<file path="src/rtl/neuron_integrator.sv">
// -----------------------------------------------------------------------------
// neuron_integrator
//
// Sequential membrane-potential integrator for one neuron per job. A job loads
// the neuron's stored potential, then walks every axon of the core, one per
// clock. Each spiking, connected axon adds the weight of its axon type with
// saturation. A signed leak is applied at the end. The final potential is
// presented with a one-cycle done pulse to the downstream threshold/reset stage.
//
// Ports:
//   clk                - clock; all state changes on its rising edge
//   rst_n              - asynchronous active-low reset
//   start              - begin a job; sampled only while idle
//   potential_in       - signed stored potential, sampled with start
//   weights            - packed signed weights, type k at [k*WEIGHT_WIDTH +: WEIGHT_WIDTH]
//   leak               - signed leak, applied once after the axon scan
//   axon_addr          - registered address of the axon being integrated
//   axon_spike         - spike on axon_addr (same cycle)
//   synapse_connected  - crossbar bit for (axon_addr, this neuron) (same cycle)
//   axon_type          - type of axon_addr, selects the weight (same cycle)
//   busy               - high while a job is in flight
//   done               - one-cycle pulse, potential_out valid
//   potential_out      - signed integrated potential, held until the next done
// -----------------------------------------------------------------------------
module neuron_integrator #(
    parameter int NUM_AXONS       = 256,
    parameter int NUM_WEIGHTS     = 4,
    parameter int POTENTIAL_WIDTH = 9,
    parameter int WEIGHT_WIDTH    = 9,
    parameter int LEAK_WIDTH      = 9
) (
    input  logic                                  clk,
    input  logic                                  rst_n,
    input  logic                                  start,
    input  logic signed [POTENTIAL_WIDTH-1:0]     potential_in,
    input  logic [NUM_WEIGHTS*WEIGHT_WIDTH-1:0]   weights,
    input  logic signed [LEAK_WIDTH-1:0]          leak,
    output logic [$clog2(NUM_AXONS)-1:0]          axon_addr,
    input  logic                                  axon_spike,
    input  logic                                  synapse_connected,
    input  logic [$clog2(NUM_WEIGHTS)-1:0]        axon_type,
    output logic                                  busy,
    output logic                                  done,
    output logic signed [POTENTIAL_WIDTH-1:0]     potential_out
);

    localparam int ADDR_W = $clog2(NUM_AXONS);

    // Widest operand plus one bit, so a single addition can never wrap before
    // it is clamped.
    localparam int OP_W  = (POTENTIAL_WIDTH > WEIGHT_WIDTH)
                         ? ((POTENTIAL_WIDTH > LEAK_WIDTH) ? POTENTIAL_WIDTH : LEAK_WIDTH)
                         : ((WEIGHT_WIDTH > LEAK_WIDTH) ? WEIGHT_WIDTH : LEAK_WIDTH);
    localparam int SUM_W = OP_W + 1;

    localparam logic [ADDR_W-1:0]                 LAST_ADDR = ADDR_W'(NUM_AXONS - 1);
    localparam logic signed [POTENTIAL_WIDTH-1:0] POT_MAX   = {1'b0, {(POTENTIAL_WIDTH-1){1'b1}}};
    localparam logic signed [POTENTIAL_WIDTH-1:0] POT_MIN   = {1'b1, {(POTENTIAL_WIDTH-1){1'b0}}};

    typedef enum logic [1:0] {
        IDLE,
        INTEGRATE,
        LEAK,
        DONE
    } state_t;

    state_t                        state, state_next;
    logic signed [POTENTIAL_WIDTH-1:0] acc, acc_next;
    logic signed [POTENTIAL_WIDTH-1:0] pot_out_next;
    logic [ADDR_W-1:0]             addr_next;
    logic signed [WEIGHT_WIDTH-1:0] weight_arr [NUM_WEIGHTS];
    logic signed [POTENTIAL_WIDTH-1:0] leak_sum;

    // Unpack the weight bus so the axon type indexes it directly.
    for (genvar k = 0; k < NUM_WEIGHTS; k++) begin : g_weight
        assign weight_arr[k] = weights[k*WEIGHT_WIDTH +: WEIGHT_WIDTH];
    end

    // Signed add of two sign-extended operands, clamped to the potential range.
    function automatic logic signed [POTENTIAL_WIDTH-1:0] sat_add(
        input logic signed [SUM_W-1:0] a,
        input logic signed [SUM_W-1:0] b
    );
        logic signed [SUM_W-1:0] s;
        s = a + b;
        if (s > SUM_W'(POT_MAX))
            return POT_MAX;
        else if (s < SUM_W'(POT_MIN))
            return POT_MIN;
        else
            return POTENTIAL_WIDTH'(s);
    endfunction

    assign leak_sum = sat_add(SUM_W'(acc), SUM_W'(leak));

    // NOTE: every signal written here gets a default first, so no path leaves
    // it unassigned and no latch is inferred.
    always_comb begin
        state_next   = state;
        acc_next     = acc;
        addr_next    = axon_addr;
        pot_out_next = potential_out;

        case (state)
            IDLE: begin
                if (start) begin
                    acc_next   = potential_in;
                    addr_next  = '0;
                    state_next = INTEGRATE;
                end
            end

            INTEGRATE: begin
                if (axon_spike && synapse_connected)
                    acc_next = sat_add(SUM_W'(acc), SUM_W'(weight_arr[axon_type]));
                if (axon_addr == LAST_ADDR) begin
                    addr_next  = '0;
                    state_next = LEAK;
                end else begin
                    addr_next  = axon_addr + ADDR_W'(1);
                end
            end

            LEAK: begin
                acc_next     = leak_sum;
                pot_out_next = leak_sum;
                state_next   = DONE;
            end

            DONE: begin
                state_next = IDLE;
            end

            default: begin
                state_next = IDLE;
            end
        endcase
    end

    // NOTE: registers use non-blocking assignments so every flop samples the
    // pre-edge values, independent of process evaluation order.
    always_ff @(posedge clk or negedge rst_n) begin
        if (!rst_n) begin
            state         <= IDLE;
            acc           <= '0;
            axon_addr     <= '0;
            potential_out <= '0;
        end else begin
            state         <= state_next;
            acc           <= acc_next;
            axon_addr     <= addr_next;
            potential_out <= pot_out_next;
        end
    end

    // done is high exactly for the single cycle spent in DONE, which directly
    // follows the LEAK edge that loaded potential_out.
    assign busy = (state != IDLE);
    assign done = (state == DONE);

endmodule

</file>
<file path="config.mk">
export PLATFORM = sky130hd
export DESIGN_NAME = neuron_integrator
export DESIGN_NICKNAME = d
export VERILOG_FILES = /design/src/rtl/neuron_integrator.sv
export SDC_FILE = /design/constraint.sdc
export NUM_CORES = 1
export LEC_CHECK = 0
export ABC_CLOCK_PERIOD_IN_PS = 5400
export CAP_MARGIN = 20
export CORE_MARGIN = 1.5
export CORE_UTILIZATION = 51
export CTS_BUF_LIST = sky130_fd_sc_hd__clkbuf_8 sky130_fd_sc_hd__clkbuf_16
export DETAILED_ROUTE_END_ITERATION = 16
export GPL_TIMING_DRIVEN = 0
export PLACE_DENSITY = 0.83
export SLEW_MARGIN = 10
export SYNTH_ARGS = -nofsm -noshare
export SYNTH_HDL_FRONTEND = slang
export SYNTH_SLANG_ARGS = --single-unit
</file>
<file path="constraint.sdc">
create_clock -name clk -period 5.4 [get_ports clk]
set_input_delay 0.81 -clock clk [delete_from_list [all_inputs] [get_ports clk]]
set_output_delay 0.81 -clock clk [all_outputs]
set_load 0.01 [all_outputs]
</file>
# After elaboration in Yosys (flattened, before gate mapping)
# Cells that the tools add are included.
totals:
  input_bits: 61
  output_inout_bits: 19
  regBits: 28
  elab_cells: 44
classes:
  reduce_logical: 8
  n_eq_ne: 7
  n_bitwise: 1
  add_sub_neg: 3
  n_mux: 16
  n_lt_le_gt_ge: 5
ops:
  columns: ["op", "count"]
  rows:
  - ["9-bit two-way mux", 8]
  - ["9-bit case mux with 3 select lines", 1]
  - ["9-bit by 9-bit adder with 10-bit output", 2]
  - ["10-bit by 9-bit > comparator with 1-bit output (second input constant)", 2]
  - ["10-bit by 9-bit < comparator with 1-bit output (second input constant)", 2]
  - ["9-bit binary-select mux with 2-bit select", 1]
  - ["8-bit two-way mux", 2]
  - ["8-bit case mux with 2 select lines", 1]
  - ["8-bit by 1-bit adder with 8-bit output (second input constant)", 1]
  - ["8-bit == test (second input constant)", 1]
  - ["2-bit case mux with 4 select lines", 1]
  - ["2-bit != test (second input constant)", 3]
  - ["2-bit == test (second input constant)", 2]
  - ["2-bit two-way mux", 2]
  - ["2-bit AND reduction", 2]
  - ["2-bit nonzero test", 2]
  - ["3-bit greater-or-equal comparator (second input constant)", 1]
  - ["2-bit NOT with 3-bit output", 1]
  - ["3-bit AND reduction", 1]
  - ["3-bit nonzero test", 1]
  - ["2-bit by 1-bit == test with 1-bit output (second input constant)", 1]
  - ["2-bit zero test", 1]
  - ["1-bit logical AND", 1]

# Longest topological paths before layout
depth:
  depth_word: 10
  mapped_depth: 12
  ltp_nobuf: 11

# Worst setup path before layout
# OpenSTA, ideal clock, no wires.
synth_path:
  path_kind: "input -> register"
  from: "in axon_type[0]"
  to: "reg acc[3]"
  setup_time_ns: 0.141
  n_path_buf: 1
  arrival_time_ns: 3.715
  required_ns: 5.259
  stages: 12
  slack_ns: 1.544
  cell_sequence: "clkbuf_1 -> mux4_2 -> ha_1 -> inv_1 -> fa_1 -> nor2b_4 -> o31a_4 -> a41oi_4 -> nor4_1 -> or3b_1 -> a211oi_2 -> o221ai_1"
synth_via:
  elab_chain_len: 10
  word_cells_on_any_way: 11
  classes_between: "add/sub (1); order compare (2); mux (7); bitwise (1)"
synth_rtl:
  columns: ["item", "line_no", "source"]
  rows:
  - ["start: declaration", "41", "input logic [$clog2(NUM_WEIGHTS)-1:0] axon_type,"]
  - ["2-bit NOT with 3-bit output (implied by the code) (*)", "115", "acc_next = sat_add(SUM_W'(acc), SUM_W'(weight_arr[axon_type]));"]
  - ["9-bit binary-select mux with 2-bit select (*)", "115", null]
  - ["9-bit two-way mux (implied by the code) (*) (2 in a row)", "115", null]
  - ["9-bit by 9-bit adder with 10-bit output (*)", "85", "s = a + b;"]
  - ["10-bit by 9-bit < comparator with 1-bit output", "88", "else if (s < SUM_W'(POT_MIN))"]
  - ["9-bit two-way mux", "88", null]
  - ["9-bit two-way mux (*)", "86", "if (s > SUM_W'(POT_MAX))"]
  - ["9-bit two-way mux (*)", "114", "if (axon_spike && synapse_connected)"]
  - ["9-bit case mux with 3 select lines (*)", "104", "case (state)"]
  - ["end signal: assignment", "150", "acc <= acc_next;"]
  - ["end: declaration", "68", "logic signed [POTENTIAL_WIDTH-1:0] acc, acc_next;"]
# Every way passes the cells marked *; elsewhere a longest branch is shown, timed or not. The select of a mux whose other input is x is not followed.
# A chain may end at the register's enable or synchronous reset.

# Worst setup path in the final report
# Same ends and word-level chain as after synthesis.

==> results.toml <==
[placed_design]
gp_congestion = 0.883
port_buffers = 77
pre_cts_slack_ps = 1260
dp_hpwl_um = 5300

[synthesis]
ys_async_sr_fraction_pct = 100
yosysUniqueCellTypes = 51
yosys_register_bits = 28
syn-num-nets = 377
seq_area_frac_synth_pct = 27.2
synth_edf_count = 0
synth.avg_cell_area_um2 = 8.84
ys.flop_type = "dfrtp_1"
yosys_warnings = 0
syn_area_um2 = 2570
syn_inst = 291

[die]
die_y_um = 74.0
core_area_um2 = 4790
die_area_um2 = 5480
die_w_um = 74.0
start_util_pct = 53.8
rows = 25
io_pins = 80

[finish]
fill_cells = 375
drive_gt1_share_pct = 6.97
num_antenna_cells = 0
syn_to_final_growth_pct = 36.6
nets = 460

[min_path]
hp-class = "reg2reg"

[timing]
finalCriticalPeriod_ps = 3820
setup_viol = 0
slew_headroom_pct = 51.4
worst_pin_slew_ps = 729
tns_ps = 0
max_freq_mhz = 262
fin_skew_ps = 8.07
finalWorstSetupSlack_ps = 1580
finalHoldViolations = 0
min_period_over_period_pct = 70.8
grt_setup_unrepaired = "false"
slew_viol_final = 0

[drt]
vias_per_cell = 5.83
initialDrtViolationCount = 170
drt-wirelength-per-cell_um = 14.8
drt-total-wl_um = 6500
drc = 0
firstDrtPassIters = 5
num_vias = 2563
antenna_left = 0

[critical_path]
crit_fanout = 9
start_kind = "primary input"
crit_arrival_ps = 3960
worstSetupEndpointType = "flip-flop"
worstSetupPathType = "in2reg"
cp.required_ps = 5540

[cts]
root_buffer = "clkbuf_8"
cts_tree = "built"
cts_buffers = 3
cts_buffer_depth = 2
clock_latency_ps = 280
cts_resized = 0
cts.sinks = 28
clkSlewWorstSetupHoldPaths_ps = 100
htreeDepth = 1
cts_setup_buffers = 0
postCtsHoldBufs = 0

[grt]
grt_pass1_vias = 2387
track_usage_pct = 24.9
overflow = 0
grt_pass1_wl_um = 10700
grt_antenna_before_repair = 0
grt_max_degree = 19

[flow_run]
maxCapViolCount = 0

[power_and_ir_drop]
irDropWorstVdd_mv = 0.195
powerDensity_nw_per_um2 = 350
p_leak_nw = 1.48

[run_status]
outcome = "finished, final reports clean"
[per-stage QoR]
| step | hold WS [ps] | cells | cell area (µm²) | power (mW) | util [%] |
|---|---|---|---|---|---|
| floorplan | 514 | 291 | 2570 | 0.872 | - |
| global placement | 495 | 435 | 3430 | 1.02 | 71.6 |
| detailed placement | 499 | 436 | 3440 | 1.05 | 71.9 |
| CTS | 512 | 440 | 3510 | 1.22 | 73.4 |
| global route | 542 | 440 | 3510 | 1.33 | 73.4 |
| finish | 513 | 440 | 3510 | 1.23 | 73.4 |
[registers in the layout, summed over array words and instances, names as in the netlist]
signal,count
acc,9
potential_out,9
axon_addr,8
state,2
[final timing paths]
check	startpoint	end	slack, ps	cells past startpoint
worst max-delay path	axon_type[0]	acc[3]	1580	12
worst min register to register	axon_addr[7]	axon_addr[7]	510	1
worst max register to register	acc[0]	acc[0]	2520	10
worst min-delay path	axon_addr[7]	axon_addr[7]	510	1
min in group asynchronous	rst_n	acc[2]	880	1
max in group asynchronous	rst_n	acc[0]	3990	2
[cell families after synthesis]
group | share of synthesized area [%]
AO/OA/AOI/OAI | 27.6
AND/OR/NAND/NOR | 15.6
buffers and inverters | 4.38
flip-flops | 27.2
adder cells (fa/ha/maj) | 13.1
multiplexers | 8.75
XOR/XNOR | 3.40
[critical path, stage by stage]
cell      delay [ps]
clkbuf_1         500
mux4_2           590
ha_1             220
inv_1             70
fa_1             240
nor2b_4           60
o31a_4           300
a41oi_4          340
nor4_1           110
or3b_1           390
a211oi_2         190
o221ai_1         130
[per-layer routing]
| layer | global-route usage [%] | vias to the layer above | wire length (µm) |
|---|---|---|---|
| li1 | - | 1251 | - |
| met1 | 34.1 | 1193 | 2890 |
| met2 | 41.7 | 106 | 3070 |
| met3 | 2.44 | 13 | 395 |
| met4 | 7.41 | 0 | 143 |
| met5 | 0 | - | 0 |
[final cells by class]
class,count,area (µm²),area share (%)
Timing Repair Buffer,78,786,22.4
Clock buffer,3,41.3,1.17
Multi-Input combinational cell,233,1760,50.1
Inverter,23,86.3,2.46
Tap cell,67,83.8,2.39
Clock inverter,1,30.0,0.854
Sequential cell,28,701,19.9
Buffer,7,26.3,0.748
[cell usage after synthesis (all sizes together), types with 2 or more instances]
library cell | instances | area share (%)
xnor2 | 4 | 1.4
a211oi | 3 | 1.3
nor2 | 22 | 3.2
dfrtp | 28 | 27
nand2b | 3 | 0.73
ha | 23 | 11
nor3 | 2 | 0.39
o31ai | 6 | 1.7
nand3 | 10 | 1.9
mux4 | 9 | 7.9
o211ai | 4 | 1.2
or2 | 3 | 0.73
fa | 2 | 1.6
nand3b | 5 | 1.5
nor2b | 3 | 1.0
a31oi | 9 | 2.2
a21oi | 16 | 3.3
o221ai | 2 | 0.68
a211o | 3 | 1.0
xor2 | 6 | 2.0
inv | 23 | 3.4
clkbuf | 7 | 1.0
nand2 | 27 | 3.9
and3 | 3 | 0.73
o21ai | 37 | 7.2
o31a | 2 | 1.0
a21o | 4 | 1.2
a22o | 3 | 1.0
o21a | 3 | 0.87
a21boi | 3 | 0.87
a32oi | 2 | 0.68
mux2 | 2 | 0.87
[power breakdown]
group          switching (mW)  internal [mW]  total (mW)
clock network          0.0674         0.0993       0.167
registers              0.0375          0.241       0.279
logic                   0.425          0.360       0.785
[cells in the final DEF, fill, tap and decap left out, types with 2 or more instances in the layout]
cell type	instances
clkdlybuf4s50_1	77
o21ai_0	29
dfrtp_1	28
nand2_1	27
inv_1	23
ha_1	23
nor2_1	22
a21oi_1	15
nand3_1	10
mux4_2	9
a31oi_1	9
o21ai_1	8
clkbuf_1	7
o31ai_1	6
xor2_1	6
nand3b_1	5
o211ai_1	4
a21o_1	4
xnor2_1	4
a211o_1	3
nand2b_1	3
a22o_1	3
and3_1	3
o21a_1	3
clkbuf_8	3
mux2_2	2
nor2b_1	2
or2_2	2
a21boi_0	2
a211oi_2	2
a32oi_1	2
nor3_1	2
o221ai_1	2
fa_1	2
(Power assumes the default switching activity.)
